**src/rtl/adder_arbiter.sv**
```systemverilog
// adder_arbiter: round-robin arbiter sharing one 32-bit adder, registered tagged result.
// Define ADDER_ARB_SUB_EN to build the optional subtract path.
module adder_arbiter #(
  parameter int NREQ = 4,
  parameter int IDW  = 2
) (
  input  logic              clock,
  input  logic              clear_n,
  input  logic [NREQ-1:0]   req_valid,
  output logic [NREQ-1:0]   req_ready,
  input  logic [32*NREQ-1:0] req_a,
  input  logic [32*NREQ-1:0] req_b,
  input  logic [NREQ-1:0]   req_cin,
  input  logic [NREQ-1:0]   req_sub,
  output logic              resp_valid,
  input  logic              resp_ready,
  output logic [IDW-1:0]    resp_id,
  output logic [31:0]       resp_sum,
  output logic              resp_cout
);

  logic [IDW-1:0]  rr_ptr;
  logic [IDW-1:0]  gnt_id;
  logic [IDW-1:0]  nxt_ptr;
  logic [NREQ-1:0] gnt_oh;
  logic            found;
  logic            accept;
  logic            grant;
  logic [31:0]     a_sel;
  logic [31:0]     b_sel;
  logic            cin_sel;
  logic [31:0]     b_op;
  logic            cin_op;
  logic [32:0]     sum33;

  // Priority search rotated to start at rr_ptr.
  always_comb begin
    gnt_oh = '0;
    gnt_id = '0;
    found  = 1'b0;
    for (int k = 0; k < NREQ; k++) begin
      for (int i = 0; i < NREQ; i++) begin
        if (!found && req_valid[i] &&
            ((int'(rr_ptr) + k) % NREQ) == i) begin
          found     = 1'b1;
          gnt_oh[i] = 1'b1;
          gnt_id    = IDW'(i);
        end
      end
    end
  end

  assign accept    = !resp_valid || resp_ready;
  assign grant     = clear_n && accept && found;
  assign req_ready = grant ? gnt_oh : '0;
  assign nxt_ptr   = (int'(gnt_id) == NREQ-1) ? '0
                                             : gnt_id + IDW'(1);

  always_comb begin
    a_sel   = '0;
    b_sel   = '0;
    cin_sel = 1'b0;
    for (int i = 0; i < NREQ; i++) begin
      if (gnt_oh[i]) begin
        a_sel   = req_a[32*i +: 32];
        b_sel   = req_b[32*i +: 32];
        cin_sel = req_cin[i];
      end
    end
  end

`ifdef ADDER_ARB_SUB_EN
  logic sub_sel;

  always_comb begin
    sub_sel = 1'b0;
    for (int i = 0; i < NREQ; i++) begin
      if (gnt_oh[i]) sub_sel = req_sub[i];
    end
  end

  assign b_op   = sub_sel ? ~b_sel : b_sel;
  assign cin_op = sub_sel ? 1'b1 : cin_sel;
`else
  logic unused_sub;

  assign unused_sub = ^req_sub;
  assign b_op       = b_sel;
  assign cin_op     = cin_sel;
`endif

  assign sum33 = {1'b0, a_sel} + {1'b0, b_op} + {32'b0, cin_op};

  always_ff @(posedge clock or negedge clear_n) begin
    if (!clear_n) begin
      resp_valid <= 1'b0;
      resp_id    <= '0;
      resp_sum   <= '0;
      resp_cout  <= 1'b0;
      rr_ptr     <= '0;
    end else if (grant) begin
      resp_valid <= 1'b1;
      resp_id    <= gnt_id;
      resp_sum   <= sum33[31:0];
      resp_cout  <= sum33[32];
      rr_ptr     <= nxt_ptr;
    end else if (resp_ready) begin
      resp_valid <= 1'b0;
    end
  end

endmodule

```
**config.mk**
```make
export PLATFORM = sky130hd
export DESIGN_NAME = adder_arbiter
export DESIGN_NICKNAME = d
export VERILOG_FILES = /design/src/rtl/adder_arbiter.sv
export SDC_FILE = /design/constraint.sdc
export NUM_CORES = 1
export LEC_CHECK = 0
export BUFFER_PORTS_ARGS = -buffer_cell sky130_fd_sc_hd__buf_4
export CAP_MARGIN = 20
export CORE_AREA = 3 3 119 121
export CTS_BUF_LIST = sky130_fd_sc_hd__clkbuf_8 sky130_fd_sc_hd__clkbuf_16
export DETAILED_ROUTE_END_ITERATION = 8
export DIE_AREA = 0 0 122 124
export PLACE_DENSITY = 0.64
export SETUP_SLACK_MARGIN = 0.15
export SLEW_MARGIN = 10
export SYNTH_ARGS = -nofsm -noshare
export SYNTH_HDL_FRONTEND = slang
export SYNTH_SLANG_ARGS = --single-unit
export TNS_END_PERCENT = 100
```
**constraint.sdc**
```tcl
create_clock -name clock -period 6 [get_ports clock]
set_input_delay 0.9 -clock clock [delete_from_list [all_inputs] [get_ports clock]]
set_output_delay 0.9 -clock clock [all_outputs]
set_load 0.005 [all_outputs]
```
==> Word level (Yosys, flattened, before mapping) <==
Cells that the tools add are included.
{ "word_totals": {"reg_bits": 38, "output_inout_bits": 40} }
{ "op_classes": {"n_addsub": 6, "n_eq_ne": 13, "n_mux": 62, "bitwise": 3, "n_reduce_logical": 58} }
{ "ops": {"columns": ["op", "n"], "rows": [
  ["$mux 32", 8],
  ["$logic_not 32->1", 4],
  ["$mux 1", 38],
  ["$add 32x32->33", 1],
  ["$add 33x1->33", 1],
  ["$logic_and 1x1->1", 33],
  ["$mux 2", 15],
  ["$eq 3x3->1 const B", 6],
  ["$logic_not 1->1", 16],
  ["$eq 3x2->1 const B", 3],
  ["$reduce_or 2->1", 3],
  ["$add 2x1->2 const B", 2],
  ["$add 2x2->2 const B", 2],
  ["$eq 2x1->1 const B", 2],
  ["$eq 2x2->1 const B", 2],
  ["$mux 4", 1],
  ["$and 1x1->1 const A", 3],
  ["$reduce_bool 2->1", 1],
  ["$logic_or 1x1->1", 1]
]} }

==> Depth between registers and ports, before layout <==
Gate-level depths: netlist of run 1.
{ "logic_depth": {"ltp_word": 66, "mapped_depth": 19, "depth_no_buf": 17} }

==> Least setup slack after synthesis of run 1 <==
OpenSTA, ideal clock, no wires.
{ "synth_timing": {"kind": "input port to flip-flop", "startpoint": "input req_valid[0]", "endpoint": "register resp_sum[26]", "setup_time_ps": 69, "arrival_time_ps": 4554, "t_required_ps": 5931, "path_slack_ps": 1377, "cell_stages": 19, "n_path_buf": 2, "path_cell_list": "nor2b_1 o22a_1 o22ai_1 and2_1 clkbuf_1 clkbuf_1 a222oi_1 nand2_1 o21ai_0 fa_1 fa_1 nor2b_1 o31a_1 o311ai_1 and2_1 nor3_1 o211ai_1 a2111o_1 nand3_1"} }
{ "synth_via": {"elab_chain_cells": 65, "word_cells_on_any_way": 92} }
{ "synth_rtl": {"columns": ["item", "line_no", "rtl"], "rows": [
  ["from (decl)", "9", "input logic [NREQ-1:0] req_valid,"],
  ["$logic_and 1x1->1", "43", "if (!found && req_valid[i] &&"],
  ["$mux 1", "43", null],
  ["$logic_not 1->1", "43", null],
  ["$logic_and 1x1->1 (2 in a row)", "43", null],
  ["$mux 1", "43", null],
  ["$logic_not 1->1", "43", null],
  ["$logic_and 1x1->1 (2 in a row)", "43", null],
  ["$mux 1", "43", null],
  ["[... 45 more ...]", null, null],
  ["$logic_and 1x1->1 (2 in a row)", "43", null],
  ["$mux 1", "43", null],
  ["$logic_not 1->1", "43", null],
  ["$logic_and 1x1->1 (2 in a row)", "43", null],
  ["$mux 1", "43", null],
  ["$mux 32", "64", "if (gnt_oh[i]) begin"],
  ["$add 32x32->33", "92", "assign sum33 = {1'b0, a_sel} + {1'b0, b_op} + {32'b0, cin_op};"],
  ["$add 33x1->33", "92", null],
  ["to (signal assigned)", "104", "resp_sum <= sum33[31:0];"],
  ["to (decl)", "18", "output logic [31:0] resp_sum,"]
]} }
Parallel ways exist; a longest one is shown, timed or not.
A chain may end at the register's enable or synchronous reset.

==> Worst setup path after layout of run 1 <==
{ "layout_timing": {"startpoint": "input req_valid[1]", "endpoint": "register resp_sum[26]"} }
{ "layout_via": {"elab_chain_cells": 62, "word_cells_on_any_way": 89} }
{ "layout_rtl": {"columns": ["item", "line_no"], "rows": [
  ["$logic_and 1x1->1 (2 in a row)", "43"],
  ["$mux 1", "43"],
  ["$logic_not 1->1", "43"],
  ["$logic_and 1x1->1 (2 in a row)", "43"],
  ["$mux 1", "43"],
  ["$logic_not 1->1", "43"],
  ["$logic_and 1x1->1 (2 in a row)", "43"],
  ["$mux 1", "43"],
  ["[... 41 more ...]", null],
  ["$logic_and 1x1->1 (2 in a row)", "43"],
  ["$mux 1", "43"],
  ["$logic_not 1->1", "43"],
  ["$logic_and 1x1->1 (2 in a row)", "43"],
  ["$mux 1", "43"],
  ["$mux 32", "64"],
  ["$add 32x32->33", "92"],
  ["$add 33x1->33", "92"]
]} }
Parallel ways exist; a longest one is shown, timed or not.

==> results of run 1 <==
## sequential cells by signal (all words and copies together) (netlist names)
signal	flops
resp_sum	32
resp_cout	1
rr_ptr	2
resp_valid	1
resp_id	2
## worst max-delay path: cells and delay by family
family / cells / cell delay, ns
adders and majority gates: 2 / 0.93
AOI/OAI and AO/OA: 8 / 2.15
buffers and inverters: 1 / 0.13
and+or+nand+nor: 7 / 1.09
## per-layer routing
layer  up-vias  global-route usage, %  share of wire [%]
met4         0                   4.06               0.83
met1      2777                   33.5                 43
met5         -                      0                  0
li1       2888                      -                  -
met3        12                   3.59                7.7
met2       270                   42.1                 48
## power breakdown
| part | internal, W | switching [W] | leakage (nW) | total (W) |
|---|---|---|---|---|
| combinational | 0.00107 | 0.00138 | 2.90 | 0.00245 |
| clock | 0.000249 | 0.0000985 | 0.0971 | 0.000348 |
| sequential | 0.000378 | 0.0000807 | 0.466 | 0.000458 |
## area by class of cell
class	instances	area share, %
Clock buffer	6	1.95
Clock inverter	2	0.843
Inverter	10	0.527
Multi-Input combinational cell	509	47.0
Sequential cell	38	13.3
Tap cell	176	3.09
Timing Repair Buffer	315	33.2
## Yosys cell counts, types with 7 or more instances
cell type  number  area, um^2
xor2_1         14         123
a222oi_1       64         641
ha_1           32         400
a21oi_1        82         410
a21o_1         10        75.1
o211ai_1        7        52.6
dfrtp_1        38         951
nor2_1         76         285
inv_1          10        37.5
xnor2_1        10        87.6
o21ai_0        41         205
clkbuf_1       39         146
nand3_1        14        70.1
nand2_1        67         251
## worst paths after layout
kind | endpoint | slack, ns | cells after the start
max | resp_sum[26]$_DFFE_PN0P_ | 0.96 | 18
min | resp_sum[4]$_DFFE_PN0P_ | 0.48 | 1
max reg2reg | resp_sum[26]$_DFFE_PN0P_ | 1.18 | 17
min reg2reg | resp_sum[4]$_DFFE_PN0P_ | 0.48 | 1
max in group asynchronous | resp_sum[20]$_DFFE_PN0P_ | 5.08 | 1
min in group asynchronous | rr_ptr[0]$_DFFE_PN0P_ | 0.58 | 1
## logic make-up after synthesis
family | after synthesis | share of synthesized area [%]
XOR/XNOR | 24 | 4.66
multiplexers | 1 | 0.222
adder cells (fa/ha/maj) | 34 | 9.77
AND/OR/NAND/NOR | 194 | 18.9
AO/OA/AOI/OAI | 256 | 40.6
buffers and inverters | 56 | 4.69
flip-flops | 38 | 21.1
## per-stage QoR
step | worst slack (ns) | instance area [um^2] | cells
2_1_floorplan | 1.38 | 4510 | 603
3_3_place_gp | 0.829 | 6920 | 1048
4_1_cts | 1.05 | 7120 | 1056
6_report | 0.961 | 7120 | 1056
5_1_grt | 0.704 | 7120 | 1056
3_5_place_dp | 0.773 | 6920 | 1048
## placed cells by master, fill, tap and decap left out, types with 2 or more instances in the layout
master     netlist  routed
o22a_1           2       2
clkbuf_16        0       5
o22ai_1          2       2
bufinv_16        0       2
nor2_1          76      76
fa_1             2       2
a222oi_1        64      64
o31ai_1          6       6
nor4b_1          2       2
o21bai_2         2       2
xor2_1          14      14
nor3b_1          6       6
a21boi_0         2       2
nand2_1         67      67
nand2b_1         6       5
o21a_1           6       5
and2_1           4       3
a21o_1          10      10
a211oi_1         3       3
nand3_1         14      14
ha_1            32      32
o21ai_0         41      41
dfrtp_1         38      38
o211ai_1         7       7
inv_1           10      10
a211oi_2         2       2
a31oi_1          6       6
a2111o_1         2       2
nor2b_1          5       5
a21oi_1         82      82
buf_4            0     315
a31o_2           2       2
and3_1           4       4
nor3_1           5       5
xnor2_1         10      10
o21bai_1         2       2
==> results.md, run 1 <==
- Synth unique cells: 56
- Fmax achieved: between 0.15 and 0.2 GHz
- Clk slew on worst S/H paths: about 0.060 ns
- Placer Congestion: 0.888
- Share of post-route cells with drive strength above 1: 38.5%
- Register area share after synthesis: between 20% and 30%
- Drt wl/cell: ~19 um
- Ys async rst share: 100%
- Fillers: 1259
- Total congestion overflow: 0
- Static leakage: roughly 3.5 nW
- Violated checks: design-rule violations
- Diodes inserted: 0
- Post-synthesis cell count: 603
- Largest net degree at the start of global routing: 53
- # rows: 42
- Post-Route WL: between 15 and 20 mm
- First-pass GRT wire length: between 20 and 30 mm
- Number of flops mapped to enable cells by yosys: 0
- FF+latch area: ~950 um^2
- Critical-path top delay cell: o21a_2
- Starting DRT DRC Count: a little under 700
- Max-Cap Viols: 0
- Final hold slack: around 0.48 ns
- Die Span Y: around 120 um
- CTS Root Cell: clkbuf_16
- CP Launch Point: req_valid[1]
- Initial antenna violation count: 0
- Clock Sinks: 38
- Dpl hpwl: ~17 mm
- Width of the chip: 122 um
- Area of the multi-input gates: ~3400 um^2
- CP arrival: 5.25 ns
- Cts bufs inserted: 5
- Hold Path Origin: resp_sum[4]$_DFFE_PN0P_
- FF+latch count, synth: 38
- Reg2reg start: rr_ptr[0]$_DFFE_PN0P_
- Drt pass-1 iters: 9
- P per Cell Area: 457 nW/um^2
- Htree depth: 2
- Die ar.: 15100 um^2
- Area Overhead vs Synth: 58.0%
- Later-pin clock latency in the skew report: about 0.28 ns
- Vias per cell: around 5.6
- Worst-Margin Slew: ~0.89 ns
- Port buffer count: about 300
- Vias post-DR: 5947
- Max FO, Critical Path: 41
- Remaining antenna violation count after routing: 0
- Via count of the first global-routing pass: around 5500
- Post-synth net total: 908
- Unrepaired setup endpoints after global routing: no
- Worst IR Drop VDD: roughly 0.15 mV
- # hold bufs at CTS: 0
- Fin nets: ~1200
- Final Max Slew Viols: 0
- Worst Skew: approximately 0.0063 ns
- Worst Setup Path Type: in -> reg
- Startpoint types: input port
- Crit path largest cell delay: about 0.73 ns
- Worst EP required: ~6.2 ns
- Total Power: between 0.003 and 0.004 W
- Final hold vios: 0
- Max-slew headroom: 40.5%
- Post-CTS sizing: 0
- Utilization after layout: a little over half
- Yosys warning total: 0
- Setup TNS: 0 ns
- Core region area: 13200 um^2
- # IOs: around 310
- Crit path capture type: register
- Gr usage total: about a quarter
- Final min period: 5.04 ns
- Initial Util: approximately 34%
- Synthesized cell area: 4510 um^2
- Post-synth top flop: dfrtp_1
- Class of the worst hold path: reg -> reg
- Outcome: finished, violations left
- Drt drc: 11
- Final setup viols: 0
- Clock Path Buffers: 2
- Worst-path cell chain: buf_4 -> nor2_1 -> a21oi_1 -> nor2_1 -> o21a_2 -> a222oi_1 -> nand2_1 -> o21ai_0 -> fa_1 -> fa_1 -> nor2b_1 -> o31a_1 -> o311ai_1 -> and2_1 -> nor3_1 -> o211ai_1 -> a2111o_1 -> nand3_1
- Mean Syn Cell Area: 7.48 um^2
- Final period util: between 80% and 90%
- # Post-CTS Setup Buffers: 0
- CTS tree: done
Note: power is estimated with default switching activity, not from simulation.
==> run 2, diff against run 1 <==
--- a/config.mk
+++ b/config.mk
@@ -11,7 +11,7 @@
 export CTS_BUF_LIST = sky130_fd_sc_hd__clkbuf_8 sky130_fd_sc_hd__clkbuf_16
 export DETAILED_ROUTE_END_ITERATION = 8
 export DIE_AREA = 0 0 122 124
-export PLACE_DENSITY = 0.64
+export PLACE_DENSITY = 0.66
 export SETUP_SLACK_MARGIN = 0.15
 export SLEW_MARGIN = 10
 export SYNTH_ARGS = -nofsm -noshare
==> constraint.sdc (replaced) <==
create_clock -name clock -period 4.45 [get_ports clock]
set_input_delay 0.6675 -clock clock [delete_from_list [all_inputs] [get_ports clock]]
set_output_delay 0.6675 -clock clock [all_outputs]
set_load 0.005 [all_outputs]
==> results.md, run 2 (synthesized netlist as in run 1, its figures left out) <==
- Outcome: complete, no violations
- P per Cell Area: approximately 620 nW/um^2
- Initial antenna violation count: 0
- Clock Path Buffers: 2
- Area of the multi-input gates: about 3400 um^2
- Die ar.: approximately 15000 um^2
- # hold bufs at CTS: 0
- Max reg flops: 32
- Placer Congestion: about 0.96
- CTS Root Cell: clkbuf_16
- Worst Skew: ~0.0061 ns
- Fillers: between 1000 and 1500
- Commonest non-fill, non-tap cell in the layout: buf_4
- Die Span Y: approximately 120 um
- Share of post-route cells with drive strength above 1: around two fifths
- Htree depth: 2
- Final hold slack: ~0.35 ns
- Reg2reg start: rr_ptr[0]$_DFFE_PN0P_
- Dpl hpwl: 17.4 mm
- Crit path top cell by count: buf_4
- Clock Sinks: 38
- Via count of the first global-routing pass: between 5000 and 6000
- Met2 Usage GRT: about two fifths
- FF+latch area: roughly 950 um^2
- Fmax achieved: ~0.24 GHz
- Max FO, Critical Path: 31
- Fin nets: around 1200
- Reg2Reg Capture Point: resp_sum[23]$_DFFE_PN0P_
- Final setup viols: 0
- Reg2reg path depth: 18
- Final period util: 92.6%
- Worst EP required: around 4.6 ns
- Vias post-DR: 6135
- Drt drc: 0
- Unrepaired setup endpoints after global routing: no
- Initial Util: between 30% and 40%
- CTS tree: done
- Total congestion overflow: 0
- Crit path capture type: register
- Top Registers: resp_sum (32), resp_id (2), rr_ptr (2)
- GR Layer Usage met3: approximately 4.2%
- # rows: 42
- CP arrival: 4.25 ns
- Width of the chip: around 120 um
- First-pass GRT wire length: 30.8 mm
- Final min period: 4.12 ns
- Max-slew headroom: a little under half
- Worst-path cell chain: buf_4 -> nor2b_2 -> o22a_1 -> o22ai_1 -> and2_4 -> buf_4 -> buf_12 -> a222oi_1 -> a21oi_1 -> ha_1 -> buf_4 -> nand2_1 -> o21a_1 -> a21oi_1 -> a211oi_4 -> o21bai_2 -> a21o_1 -> a211oi_2 -> o31ai_1
- Global routing's busiest layer: met2
- Critical-path top delay cell: a222oi_1
- Clk slew on worst S/H paths: about 0.050 ns
- Static leakage: roughly 3.6 nW
- Final Max Slew Viols: 0
- Setup TNS: 0 ns
- Worst IR Drop VDD: between 0.2 and 0.25 mV
- Worst Setup Path Type: in -> reg
- Gr usage total: 25.8%
- Starting DRT DRC Count: just over 500
- Crit path largest cell delay: ~0.50 ns
- GRT met1 Usage: 36.7%
- Area Overhead vs Synth: 64.6%
- Largest net degree at the start of global routing: between 70 and 80
- R2r setup slk: about 0.39 ns
- Max-Cap Viols: 0
- Remaining antenna violation count after routing: 0
- # IOs: 311
- Core region area: between 10000 and 15000 um^2
- Vias per cell: between 5 and 6
- Diodes inserted: 0
- Startpoint types: input port
- Post-Route WL: roughly 21 mm
- Later-pin clock latency in the skew report: 0.28 ns
- Final hold vios: 0
- Drt wl/cell: approximately 19 um
- Commonest cells after routing, fill and taps aside: 338 x buf_4, 82 x a21oi_1, 76 x nor2_1
- Class of the worst hold path: in -> async
- Worst-Margin Slew: between 0.7 and 0.8 ns
- Most flops, register: resp_sum
- Port buffer count: between 300 and 400
- Cts bufs inserted: 5
- Drt pass-1 iters: 6
-- run 2: cell count changes in the layout (fill, tap and decap cells not counted), sizes merged --
cell    change
buf        +29
clkinv      +1
bufinv      -2
inv         +1
-- run 2: worst max-delay path, delay by kind of cell --
family	cells	cell delay, ns
adders and majority gates	1	0.33
and+or+nand+nor	3	0.42
buffers and inverters	4	0.60
AOI/OAI and AO/OA	11	2.24
-- run 2: metal layers --
metal  wire length [um]  vias up
li1                   -     2951
met3               1830       29
met2               9610      324
met1               9150     2831
met4                482        0
met5                  0        -
-- run 2: what timing repair did --
item                                    in CTS  in global routing
endpoints found under the setup margin       0                 17
gates resized for setup                      0                 17
buffers inserted                             0                  2
-- run 2: where the power goes --
part / internal [W] / switching [W] / total, W
clock: 0.000219 / 0.000129 / 0.000348
combinational: 0.00170 / 0.00194 / 0.00363
sequential: 0.000510 / 0.000117 / 0.000627
-- run 2: final cells by class --
type	instances	share of cell area (%)
Clock buffer	6	1.87
Clock inverter	2	0.118
Inverter	10	0.506
Multi-Input combinational cell	509	46.1
Sequential cell	38	12.8
Tap cell	176	2.97
Timing Repair Buffer	344	35.6
-- run 2: how the worst max path moves through the flow --
stage / from / to / slack, ns / cells after the start
CTS: req_valid[0] / resp_sum[24]$_DFFE_PN0P_ / 0.21 / 18
global route: req_valid[0] / resp_sum[16]$_DFFE_PN0P_ / 0.14 / 19
floorplan: req_valid[0] / resp_sum[26]$_DFFE_PN0P_ / 0.25 / 19
global placement: req_valid[0] / resp_sum[24]$_DFFE_PN0P_ / 0.02 / 18
detailed placement: req_valid[0] / resp_sum[24]$_DFFE_PN0P_ / -0.06 / 18
finish: req_valid[0] / resp_sum[23]$_DFFE_PN0P_ / 0.33 / 19
-- run 2: through the flow --
stage          area [um^2]  worst slack (ns)  cells  utilization (%)  power [W]
2_1_floorplan         4510             0.249    603                -    0.00277
3_3_place_gp          7180            0.0164   1075             54.4    0.00407
3_5_place_dp          7180           -0.0595   1075             54.4    0.00411
4_1_cts               7320             0.213   1083             55.5    0.00449
5_1_grt               7420             0.143   1085             56.3    0.00502
6_report              7420             0.331   1085             56.3    0.00461
